$ cat config.mk
export PLATFORM = sky130hd
export DESIGN_NAME = fifo_wr_arbiter_flat
export DESIGN_NICKNAME = d
export VERILOG_FILES = /design/src/rtl/fifo_wr_arbiter_if.sv /design/src/rtl/fifo_wr_arbiter.sv /design/src/flat_wrapper.sv
export SDC_FILE = /design/constraint.sdc
export NUM_CORES = 1
export LEC_CHECK = 0
export ABC_AREA = 1
export ABC_CLOCK_PERIOD_IN_PS = 1500
export BUFFER_PORTS_ARGS = -buffer_cell sky130_fd_sc_hd__buf_2
export CORE_ASPECT_RATIO = 0.6
export CORE_MARGIN = 1.5
export CORE_UTILIZATION = 50
export CTS_CLUSTER_DIAMETER = 80
export DETAILED_ROUTE_END_ITERATION = 8
export GPL_ROUTABILITY_DRIVEN = 0
export PLACE_DENSITY = 0.8
export SYNTH_ARGS = -nofsm -noshare
export SYNTH_HDL_FRONTEND = slang
export SYNTH_SLANG_ARGS = --single-unit
$ cat constraint.sdc
create_clock -name wclk -period 1.5 [get_ports wclk]
set_input_delay 0.075 -clock wclk [delete_from_list [all_inputs] [get_ports wclk]]
set_output_delay 0.075 -clock wclk [all_outputs]
set_load 0.05 [all_outputs]
$ cat src/rtl/fifo_wr_arbiter_if.sv
// Bundle of requester-side and FIFO-side signals shared by the write arbiter.
// The slave modport is the arbiter's view; master is the view of whatever drives it.
interface fifo_wr_arbiter_if #(
    parameter int NREQ = 2,
    parameter int DW   = 16
);
    logic [NREQ-1:0]    s_valid;
    logic [NREQ-1:0]    s_last;
    logic [NREQ*DW-1:0] s_data;
    logic [NREQ-1:0]    s_ready;
    logic [NREQ-1:0]    gnt;
    logic [DW-1:0]      fifo_wdata;
    logic               fifo_wen;
    logic               fifo_full;
    logic               fifo_afull;
    logic               busy;
    logic [31:0]        beat_total;

    modport slave (
        input  s_valid, s_last, s_data, fifo_full, fifo_afull,
        output s_ready, gnt, fifo_wdata, fifo_wen, busy, beat_total
    );

    modport master (
        output s_valid, s_last, s_data, fifo_full, fifo_afull,
        input  s_ready, gnt, fifo_wdata, fifo_wen, busy, beat_total
    );
endinterface

$ cat src/rtl/fifo_wr_arbiter.sv
// Round-robin burst scheduler sharing one async-FIFO write port between NREQ sources.
// Whole bursts are granted, stalled only by fifo_full; fifo_afull only blocks new grants.
module fifo_wr_arbiter #(
    parameter int NREQ      = 2,
    parameter int DW        = 16,
    parameter int MAX_BURST = 64
) (
    input  logic              wclk,
    input  logic              wrst,
    fifo_wr_arbiter_if.slave  bus
);
    localparam int IW = $clog2(NREQ);
    localparam int CW = $clog2(MAX_BURST);

    localparam logic [0:0] ST_IDLE  = 1'b0;
    localparam logic [0:0] ST_BURST = 1'b1;

    logic [0:0]      state_q, state_d;
    logic [NREQ-1:0] gnt_q, gnt_d;
    logic [IW-1:0]   gidx_q, gidx_d;
    logic [IW-1:0]   ptr_q, ptr_d;
    logic [CW-1:0]   cnt_q, cnt_d;
    logic [31:0]     total_q, total_d;

    logic            in_burst;
    logic            accept;
    logic            win_found;
    logic [IW-1:0]   win_idx;
    logic [IW-1:0]   cand [NREQ];
    logic [DW-1:0]   data_arr [NREQ];

    // cand[k] is requester (ptr+1+k) mod NREQ, i.e. the round-robin search order.
    for (genvar gi = 0; gi < NREQ; gi++) begin : g_cand
        logic [IW:0] sum;
        assign sum      = {1'b0, ptr_q} + (IW+1)'(gi + 1);
        assign cand[gi] = (sum >= (IW+1)'(NREQ)) ? IW'(sum - (IW+1)'(NREQ)) : sum[IW-1:0];
        assign data_arr[gi] = bus.s_data[gi*DW +: DW];
    end

    assign in_burst = (state_q == ST_BURST);
    assign accept   = in_burst & bus.s_valid[gidx_q] & ~bus.fifo_full;

    assign bus.gnt        = gnt_q;
    assign bus.busy       = in_burst;
    assign bus.beat_total = total_q;
    assign bus.s_ready    = (in_burst && !bus.fifo_full) ? gnt_q : '0;
    assign bus.fifo_wen   = accept;
    assign bus.fifo_wdata = data_arr[gidx_q];

    always_comb begin
        win_found = 1'b0;
        win_idx   = ptr_q;
        for (int k = 0; k < NREQ; k++) begin
            if (!win_found && bus.s_valid[cand[k]]) begin
                win_found = 1'b1;
                win_idx   = cand[k];
            end
        end
    end

    always_comb begin
        state_d = state_q;
        gnt_d   = gnt_q;
        gidx_d  = gidx_q;
        ptr_d   = ptr_q;
        cnt_d   = cnt_q;
        total_d = total_q;
        case (state_q)
            ST_IDLE: begin
                if (win_found && !bus.fifo_afull) begin
                    state_d = ST_BURST;
                    gnt_d   = NREQ'(1) << win_idx;
                    gidx_d  = win_idx;
                    cnt_d   = '0;
                end
            end
            ST_BURST: begin
                if (accept) begin
                    cnt_d   = cnt_q + 1'b1;
                    total_d = total_q + 32'd1;
                    // Truncated packets keep their remainder and re-arbitrate behind others.
                    if (bus.s_last[gidx_q] || cnt_q == CW'(MAX_BURST - 1)) begin
                        state_d = ST_IDLE;
                        gnt_d   = '0;
                        ptr_d   = gidx_q;
                    end
                end
            end
            default: begin
                state_d = ST_IDLE;
                gnt_d   = '0;
            end
        endcase
    end

    always_ff @(posedge wclk or posedge wrst) begin
        if (wrst) begin
            state_q <= ST_IDLE;
            gnt_q   <= '0;
            gidx_q  <= '0;
            ptr_q   <= IW'(NREQ - 1);
            cnt_q   <= '0;
            total_q <= '0;
        end else begin
            state_q <= state_d;
            gnt_q   <= gnt_d;
            gidx_q  <= gidx_d;
            ptr_q   <= ptr_d;
            cnt_q   <= cnt_d;
            total_q <= total_d;
        end
    end
endmodule

$ cat src/flat_wrapper.sv
// flat-port wrapper written by rule: the top's interface ports become plain ports
module fifo_wr_arbiter_flat 
#(
    parameter int NREQ      = 2,
    parameter int DW        = 16,
    parameter int MAX_BURST = 64
)
  (wclk, wrst, bus_s_valid, bus_s_last, bus_s_data, bus_fifo_full, bus_fifo_afull, bus_s_ready, bus_gnt, bus_fifo_wdata, bus_fifo_wen, bus_busy, bus_beat_total);
  fifo_wr_arbiter_if #(.NREQ(NREQ), .DW(DW)) bus_i ();
  input  logic wclk;
  input  logic wrst;
  input wire logic [$bits(bus_i.s_valid)-1:0] bus_s_valid;
  input wire logic [$bits(bus_i.s_last)-1:0] bus_s_last;
  input wire logic [$bits(bus_i.s_data)-1:0] bus_s_data;
  input wire logic [$bits(bus_i.fifo_full)-1:0] bus_fifo_full;
  input wire logic [$bits(bus_i.fifo_afull)-1:0] bus_fifo_afull;
  output wire logic [$bits(bus_i.s_ready)-1:0] bus_s_ready;
  output wire logic [$bits(bus_i.gnt)-1:0] bus_gnt;
  output wire logic [$bits(bus_i.fifo_wdata)-1:0] bus_fifo_wdata;
  output wire logic [$bits(bus_i.fifo_wen)-1:0] bus_fifo_wen;
  output wire logic [$bits(bus_i.busy)-1:0] bus_busy;
  output wire logic [$bits(bus_i.beat_total)-1:0] bus_beat_total;
  assign bus_i.s_valid = bus_s_valid;
  assign bus_i.s_last = bus_s_last;
  assign bus_i.s_data = bus_s_data;
  assign bus_i.fifo_full = bus_fifo_full;
  assign bus_i.fifo_afull = bus_fifo_afull;
  assign bus_s_ready = bus_i.s_ready;
  assign bus_gnt = bus_i.gnt;
  assign bus_fifo_wdata = bus_i.fifo_wdata;
  assign bus_fifo_wen = bus_i.fifo_wen;
  assign bus_busy = bus_i.busy;
  assign bus_beat_total = bus_i.beat_total;
  fifo_wr_arbiter #(.NREQ(NREQ), .DW(DW), .MAX_BURST(MAX_BURST)) u_core (.wclk(wclk), .wrst(wrst), .bus(bus_i));
endmodule
* Word level (Yosys, flattened, before mapping) *
Index checks and enable logic that the tools add are counted.

word-level totals
  bits in registers = 43
  bits of input ports = 40
  output and inout port bits = 54

cells by class
  $add $sub $neg = 6
  order comparisons = 6
  equality and inequality tests = 4
  shifts and indexed selects = 1
  mux-type cells = 29
  bitwise operators = 5
  reductions and logical operators = 12

operator list
  operator                 count
  $mux W16                 3
  $add A32 B1 Y32 const B  1
  $mux W1                  17
  $mux W6                  2
  $pmux W6 S2              1
  $mux W2                  4
  $add A6 B1 Y6 const B    1
  $eq A6 B6 Y1 const B     1
  $ge A2 B2 Y1 const B     3
  $lt A1 B2 Y1 const B     3
  $reduce_and A2 Y1        3
  $reduce_and A3 Y1        2
  $ne A2 B2 Y1 const B     2
  $pmux W2 S2              1
  $logic_and A1 B1 Y1      3
  $logic_not A1 Y1         3
  $add A1 B1 Y2 const B    1
  $add A1 B2 Y2 const B    1
  $and A1 B1 Y1            2
  $ne A2 B1 Y1 const B     1
  $not A1 Y1               2
  $not A1 Y2               1
  $pmux W1 S2              1
  $shl A1 B1 Y2 const A    1
  other kinds (2)          3

* Logic depth before layout (Yosys ltp) *
Gate-level depths: netlist (run 1).

  depth in word-level cells = 12
  gate-level depth with buffers = 10

* Least setup slack after synthesis (run 1) *
Ideal clock, no wire load.

  path type = register to register
  from = register u_core.state_q, in the netlist u_core.bus.busy
  to = register u_core.total_q[21], in the netlist u_core.bus.beat_total[21]
  library setup time = 0.114 ns
  data arrival time = 1.702 ns
  required time = 1.386 ns
  setup slack = -0.316 ns
  stages on the path, launching flop included = 10
  clock period less this slack = 1.816 ns
  cells stage by stage = dfrtp_1 inv_2 nor2_2 nand2_2 nor2_8 nand2_4 nor2_8 nand3_1 nand2_1 inv_1

on the way
  word-level cells in the longest chain between the ends = 3

ends and longest elaborated chain
  item                                line                    text
  start: declaration                  fifo_wr_arbiter.sv:18   logic [0:0] state_q, state_d;
  start signal: assignment            fifo_wr_arbiter.sv:105  state_q <= state_d;
  $and A1 B1 Y1 (2 in a row)          fifo_wr_arbiter.sv:41   assign accept = in_burst & bus.s_valid[gidx_q] & ~bus.fifo_full;
  named net bus_fifo_wen              flat_wrapper.sv:20      output wire logic [$bits(bus_i.fifo_wen)-1:0] bus_fifo_wen;
  $reduce_and A2 Y1 (no source line)  --
  end signal: assignment              fifo_wr_arbiter.sv:110  total_q <= total_d;
  end: declaration                    fifo_wr_arbiter.sv:23   logic [31:0] total_q, total_d;

The timed path passes the listed nets, and every way through them passes these cells.
A chain may end at the register's enable or synchronous reset.

* Final worst setup path (run 1) *
  from = register u_core.gidx_q
  to = output port bus_fifo_wdata[14]

on the way
  word-level cells in the longest chain between the ends = 4

ends and longest elaborated chain
  item                                         line                    text
  start: declaration                           fifo_wr_arbiter.sv:20   logic [IW-1:0] gidx_q, gidx_d;
  start signal: assignment                     fifo_wr_arbiter.sv:107  gidx_q <= gidx_d;
  $not A1 Y2 (implied by the code)             fifo_wr_arbiter.sv:48   assign bus.fifo_wdata = data_arr[gidx_q];
  $mux W16 (implied by the code) (3 in a row)  fifo_wr_arbiter.sv:48
  end: declaration                             flat_wrapper.sv:19      output wire logic [$bits(bus_i.fifo_wdata)-1:0] bus_fifo_wdata;

Every way passes these cells. The select of a mux whose other input is x is not followed.

==> flow_summary.yaml, run 1 <==
global_route:
  gr-usage-met3: 0.0660
  top_usage_layer: "met1"
  grtUsageMet2: 0.385
  met1_usage: 0.390
  grt_max_degree: 44
  antenna_found_initial: 0
  grt_pass1_vias: 2472
  track_usage: 0.262
  grt_pass1_wl_mm: 11.9
  gr-total-overflow: 0
critical_path:
  cp-start-kind: "flop"
  critPathKind: "flop to primary output"
  cp_num_buf_inv: 4
  r2r-start: "u_core.bus.beat_total[23]$_DFFE_PP0P_"
  r2r_end: "u_core.bus.beat_total[29]$_DFFE_PP0P_"
  cp_data_arrival_time_ns: 1.42
  worstPathRequired_ns: 1.42
  critPathMaxStageDelay_ns: 0.45
  endpoint: "bus_fifo_wdata[14]"
  crit_chain: "buf_6 > inv_8 > clkbuf_16 > nand2_1 > nand2_1 > buf_6"
  ff2ff_setup_slack_ns: 0.05
  ff2ff_path_depth: 7
  crit_fanout: 5
  worst_setup_path_end_kind: "primary output"
  cp_num_cells: 6
  startpoint: "u_core.gidx_q$_DFFE_PP0P_"
  critPathTopFamily: "buffers and inverters"
  slowest_stage: "dfrtp_2"
clock_network:
  cts_buffer_depth: 2
  clkSlewWorstSetupHoldPaths_ns: 0.08
  cts_max_level: 2
  numCtsBuffers: 5
  cts_tree: "yes"
  worst_skew_pair.late_latency_ns: 0.30
  clock_sinks: 43
  cts_root_buf: "clkbuf_8"
sta:
  finalHoldViolCount: 0
  fin_skew_ns: 0.00576
  worstMarginPinSlew_ns: 0.416
  period_minus_slack_ns: 1.49
  setup_viol: 0
  rsz0062_at_grt: "yes"
  drv_slew: 0
  final.setup.tns_ns: 0
  max_freq_mhz: 670
  period_share: 0.995
  setup_ws_ns: 0.00684
  slew-limit-headroom: 0.720
logic_synthesis:
  synth_area_mm2: 0.00267
  yosysSeqAreaShare: 0.403
  netlist_instances: 381
  syn-num-nets: 423
  synth_cell_type_count: 31
  synth_area_per_cell_um2: 7.01
  yosysWarningCount: 0
  synth.ff_latch_count: 43
floorplan:
  die_h_um: 59.6
  fp.dieW_um: 97.4
  initial_core_util: 0.524
  ios: 94
  dieArea_mm2: 0.00581
  rows: 20
  coreArea_mm2: 0.00510
pwr:
  p_total_mw: 5.43
  combPwrFrac: 0.559
  p_switching_mw: 2.65
  p_seq_frac: 0.288
  powerDensity_mw_per_mm2: 1470
  p_int_mw: 2.78
  swShare: 0.488
  ir_drop_v: 0.00121
  p_leak_nw: 1.99
  p_clk_frac: 0.152
cells_and_area:
  syn2layout_area_growth_pct: 38.2
  drive_above_1_share: 0.354
  final_nets: 536
  diodes: 0
  final_util: 0.724
  nFillCells: 410
  multi_input_area_mm2: 0.00149
  final_cells: 561
  seqCellArea_mm2: 0.00110
placement:
  hpwlAfterDp_mm: 5.73
  place_ws_ns: -0.00191
  dp.cells: 550
  port_buffers: 93
route:
  ant_nets: 0
  drt_iter0_drc: 205
  wire_per_inst_um: 14.6
  routed-via-count: 2968
  first_pass_iters: 5
  via_per_inst: 5.29
  post-route-drc-count: 0
  drt_wl_total_mm: 8.18
outcome:
  status: "finished, final reports clean"
job:
  maxCapViolCount: 0
min_path:
  hp-class: "input pin to flop"
[power by group through the flow]
stage | logic [mW] | registers, mW | clock network [mW]
floorplan | 1.53 | 1.89 | 0
global placement | 2.47 | 1.56 | 0
detailed placement | 2.52 | 1.57 | 0
CTS | 2.75 | 1.55 | 0.836
global route | 3.22 | 1.58 | 0.886
finish | 3.04 | 1.57 | 0.827
[worst min-delay path, stage by stage]
cell	delay (ns)
buf_2	0.10
nor2_2	0.04
nand2_2	0.09
nor2_8	0.06
nand2_1	0.05
nand2_1	0.05
[per-stage QoR]
stage | area, um^2 | hold WS [ns]
after global placement | 3370 | 0.125
after detailed placement | 3370 | 0.126
final | 3690 | 0.213
after global routing | 3690 | 0.252
after floorplan | 2730 | 0.329
after CTS | 3570 | 0.209
[cell type report]
cell class,count,share of cell area
clock inverters,1,0.00203
multi-input cells,288,0.404
clock buffers,7,0.0261
repair buffers,110,0.199
well taps,66,0.0224
flip-flops and latches,43,0.298
inverters,46,0.0488
[layer usage]
| layer | vias to the layer above | wire [um] |
|---|---|---|
| met2 | 148 | 3510 |
| li1 | 1419 | - |
| met4 | 0 | 171 |
| met1 | 1379 | 3850 |
| met5 | - | 0 |
| met3 | 22 | 642 |
[Yosys cell counts]
cell type  instances  area, um^2
a21oi_1            2        10.0
a22oi_1            1        7.51
a31oi_1            1        6.26
and2_1             1        6.26
buf_4              1        7.51
buf_6              1        11.3
clkbuf_1           2        7.51
dfrtp_1           42        1050
dfstp_2            1        26.3
ha_1               2        25.0
inv_1             43         161
inv_2              3        11.3
nand2_1          153         574
nand2_2            2        12.5
nand2_4            2        22.5
nand3_1           22         110
nand3b_1           5        37.5
nand4_1           16         100
nor2_1            37         139
nor2_2             7        43.8
nor2_4             3        33.8
nor2_8             2        40.0
nor3_1             4        20.0
nor3_2             1        10.0
o21a_1             1        7.51
o21ai_0            8        40.0
o21ai_1            1        5.00
o21bai_1           1        7.51
o22ai_1            1        6.26
xnor2_1            9        78.8
xor2_1             6        52.6
[timing repair]
item                                    CTS  global route
hold buffers                              1             0
setup buffers                             0             0
pin swaps                                 0             3
gates resized for setup                  29            24
endpoints found under the setup margin   18            38
gates cloned                              0             2
hold endpoints to repair                 42             0
[flip-flops by register name, indices dropped and copies added (netlist names)]
signal	count
u_core.bus.beat_total	32
u_core.bus.gnt	2
u_core.gidx_q	1
u_core.cnt_q	6
u_core.ptr_q	1
u_core.bus.busy	1
[cell usage in the layout, fill, tap and decap left out, types with 3 or more instances in the layout]
| cell type | instances |
|---|---|
| nand3_1 | 18 |
| xor2_1 | 6 |
| inv_1 | 41 |
| nand2_2 | 8 |
| nor2_1 | 33 |
| nand3b_1 | 5 |
| buf_4 | 16 |
| nand2_1 | 147 |
| nor3_2 | 3 |
| clkbuf_8 | 7 |
| inv_2 | 3 |
| nand4_1 | 16 |
| nand3_2 | 4 |
| buf_2 | 76 |
| nor2_4 | 7 |
| buf_6 | 13 |
| dfrtp_1 | 24 |
| nor2_2 | 7 |
| o21ai_0 | 8 |
| dfrtp_2 | 18 |
| xnor2_1 | 8 |
[cell families after synthesis]
group	Yosys count	synth area share
buffers and inverters	50	0.0744
DFF	43	0.403
adders and majority gates	2	0.00936
xor gates and xnor gates	15	0.0492
and+or+nand+nor	255	0.430
AOI/OAI and AO/OA	16	0.0337
[worst min-delay path by stage]
stage	startpoint	endpoint	slack [ns]	cells past startpoint
2_1_floorplan	wrst	u_core.bus.beat_total[16]$_DFFE_PP0P_	0.33	1
3_3_place_gp	wrst	u_core.bus.beat_total[24]$_DFFE_PP0P_	0.12	3
3_5_place_dp	wrst	u_core.cnt_q[5]$_DFFE_PP0P_	0.13	3
4_1_cts	bus_fifo_full	u_core.bus.beat_total[1]$_DFFE_PP0P_	0.21	6
5_1_grt	bus_fifo_full	u_core.bus.beat_total[2]$_DFFE_PP0P_	0.25	6
6_report	bus_fifo_full	u_core.bus.beat_total[1]$_DFFE_PP0P_	0.21	6
(Power assumes the default switching activity.)
==> inputs of run 2 (changes only) <==
--- a/config.mk
+++ b/config.mk
@@ -6,15 +6,15 @@
 export NUM_CORES = 1
 export LEC_CHECK = 0
 export ABC_AREA = 1
-export ABC_CLOCK_PERIOD_IN_PS = 1500
+export ABC_CLOCK_PERIOD_IN_PS = 1720
 export BUFFER_PORTS_ARGS = -buffer_cell sky130_fd_sc_hd__buf_2
 export CORE_ASPECT_RATIO = 0.6
 export CORE_MARGIN = 1.5
-export CORE_UTILIZATION = 50
+export CORE_UTILIZATION = 54
 export CTS_CLUSTER_DIAMETER = 80
 export DETAILED_ROUTE_END_ITERATION = 8
 export GPL_ROUTABILITY_DRIVEN = 0
-export PLACE_DENSITY = 0.8
+export PLACE_DENSITY = 0.86
 export SYNTH_ARGS = -nofsm -noshare
 export SYNTH_HDL_FRONTEND = slang
 export SYNTH_SLANG_ARGS = --single-unit
==> constraint.sdc (replaced) <==
create_clock -name wclk -period 1.72 [get_ports wclk]
set_input_delay 0.086 -clock wclk [delete_from_list [all_inputs] [get_ports wclk]]
set_output_delay 0.086 -clock wclk [all_outputs]
set_load 0.05 [all_outputs]
==> run 2 against run 1 <==
  * Clock power is 5.7% lower
  * Design area fell by 9.1%
  * First-iteration DRC count grew 7.8%
  * Combinational power decreased by 32%
  * Die area down 7.1%
  * Worst setup slack better by 0.093 ns
  * Count of clock-buffer cells in the layout unchanged
  * Critical path depth shrank 1
  * Via count shrank 2.2%
  * Clock skew barely moved
  * Highest routed layer unchanged
==> flow_summary.yaml, run 2 (synthesis gave the netlist of run 1 again) <==
floorplan:
  rows: 19
  coreArea_mm2: 0.00466
  die_h_um: 57.5
  initial_core_util: 0.574
  ios: 94
  fp.dieW_um: 93.8
  dieArea_mm2: 0.00539
route:
  via_per_inst: 5.32
  drt_iter0_drc: 221
  wire_per_inst_um: 13.5
  post-route-drc-count: 0
  ant_nets: 0
  routed-via-count: 2902
  first_pass_iters: 5
  drt_wl_total_mm: 7.40
critical_path:
  ff2ff_setup_slack_ns: 0.11
  r2r_end: "u_core.bus.beat_total[26]$_DFFE_PP0P_"
  critPathKind: "flop to primary output"
  cp_data_arrival_time_ns: 1.53
  ff2ff_path_depth: 7
  worstPathRequired_ns: 1.63
  cp-start-kind: "flop"
  r2r-start: "u_core.bus.beat_total[0]$_DFFE_PP0P_"
  startpoint: "u_core.gidx_q$_DFFE_PP0P_"
  worst_setup_path_end_kind: "primary output"
  crit_fanout: 19
cells_and_area:
  final_cells: 546
  diodes: 0
  nFillCells: 408
  largest_reg_flops: 32
  layout_common_cells: "153 x nand2_1, 91 x buf_2, 43 x inv_1"
  multi_input_area_mm2: 0.00141
  drive_above_1_share: 0.265
  seqCellArea_mm2: 0.00108
  final_cell_area_mm2: 0.00336
  final_nets: 524
  layout_commonest_cell: "nand2_1"
  syn2layout_area_growth_pct: 25.7
sta:
  period_minus_slack_ns: 1.62
  rsz0062_at_grt: "yes"
  max_freq_mhz: 617
  finalHoldViolCount: 0
  slew-limit-headroom: 0.633
  fin_skew_ns: 0.00612
  setup_viol: 0
  period_share: 0.942
  drv_slew: 0
  worstMarginPinSlew_ns: 0.550
global_route:
  grt_pass1_wl_mm: 12.1
  grt_pass1_vias: 2609
  antenna_found_initial: 0
  track_usage: 0.292
  grt_max_degree: 44
  gr-total-overflow: 0
clock_network:
  cts_max_level: 2
  worst_skew_pair.late_latency_ns: 0.29
  clock_sinks: 43
  cts_root_buf: "clkbuf_8"
  clkSlewWorstSetupHoldPaths_ns: 0.08
  cts_buffer_depth: 2
  numCtsBuffers: 5
  cts_tree: "yes"
pwr:
  powerDensity_mw_per_mm2: 1260
  p_leak_nw: 1.90
  ir_drop_v: 0.00119
  p_total_mw: 4.22
job:
  maxCapViolCount: 0
min_path:
  whs_endpoint: "u_core.bus.beat_total[1]$_DFFE_PP0P_"
  hp-class: "input pin to flop"
  hold_start: "bus_fifo_full"
  whs_path_depth: 6
outcome:
  status: "finished, final reports clean"
placement:
  hpwlAfterDp_mm: 5.67
  dpl-instance-area_mm2: 0.00322
  dp.cells: 537
  port_buffers: 93
-- run 2: cell types whose count changed in the layout (fill, tap and decap cells not counted), sizes merged --
cell and delta:
bufinv +1, buf -13, clkinvlp -1, clkbuf +1
inv +1, clkinv -1
-- run 2: layer usage --
layer,GRT usage,part of all wire,up-vias
met5,0,0,-
met4,0.0618,0.0065,0
met3,0.0600,0.085,7
met2,0.460,0.45,155
met1,0.421,0.46,1350
li1,-,-,1390
-- run 2: power by group --
part | internal, mW | switching [mW]
clock | 0.435 | 0.346
sequential | 1.18 | 0.188
combinational | 0.483 | 1.59
total | 2.10 | 2.13
-- run 2: how the worst max path moves through the flow --
stage / to / slack [ns] / cells past startpoint
after floorplan: u_core.bus.beat_total[20]$_DFFE_PP0P_ / 0.02 / 6
after global placement: u_core.bus.beat_total[25]$_DFFE_PP0P_ / 0.22 / 7
after detailed placement: u_core.bus.beat_total[26]$_DFFE_PP0P_ / 0.16 / 7
after CTS: bus_fifo_wdata[10] / 0.09 / 5
after global routing: u_core.bus.beat_total[14]$_DFFE_PP0P_ / -0.04 / 8
final: bus_fifo_wdata[4] / 0.10 / 5
-- run 2: what timing repair did --
item / in CTS / in global routing
gates resized for setup: 1 / 4
buffers inserted: 0 / 0
endpoints found under the setup margin: 1 / 7
endpoints found under the hold margin: 42 / 0
hold buffers: 1 / 0
cloned: 0 / 0
-- run 2: through the flow --
| stage | hold WS [ns] | setup slack (ns) | util | setup TNS (ns) |
|---|---|---|---|---|
| 4_1_cts | 0.210 | 0.0865 | 0.718 | 0 |
| 3_5_place_dp | 0.254 | 0.162 | 0.692 | 0 |
| 6_report | 0.213 | 0.100 | 0.721 | 0 |
| 3_3_place_gp | 0.251 | 0.220 | 0.692 | 0 |
| 2_1_floorplan | 0.341 | 0.0200 | - | 0 |
| 5_1_grt | 0.249 | -0.0398 | 0.721 | -0.0808 |
-- run 2: worst max-delay path: stages, from the launching register on --
cell     delay (ns)
dfrtp_1        0.43
buf_4          0.23
inv_4          0.18
nand2_1        0.07
nand2_1        0.07
buf_2          0.26
-- run 2: final cells by class --
cell class                      count  area share
Inverter                           46      0.0522
Multi-Input combinational cell    288       0.419
Sequential cell                    43       0.322
Timing Repair Buffer               98       0.152
Tap cell                           63      0.0235
Clock buffer                        7      0.0227
Clock inverter                      1     0.00894
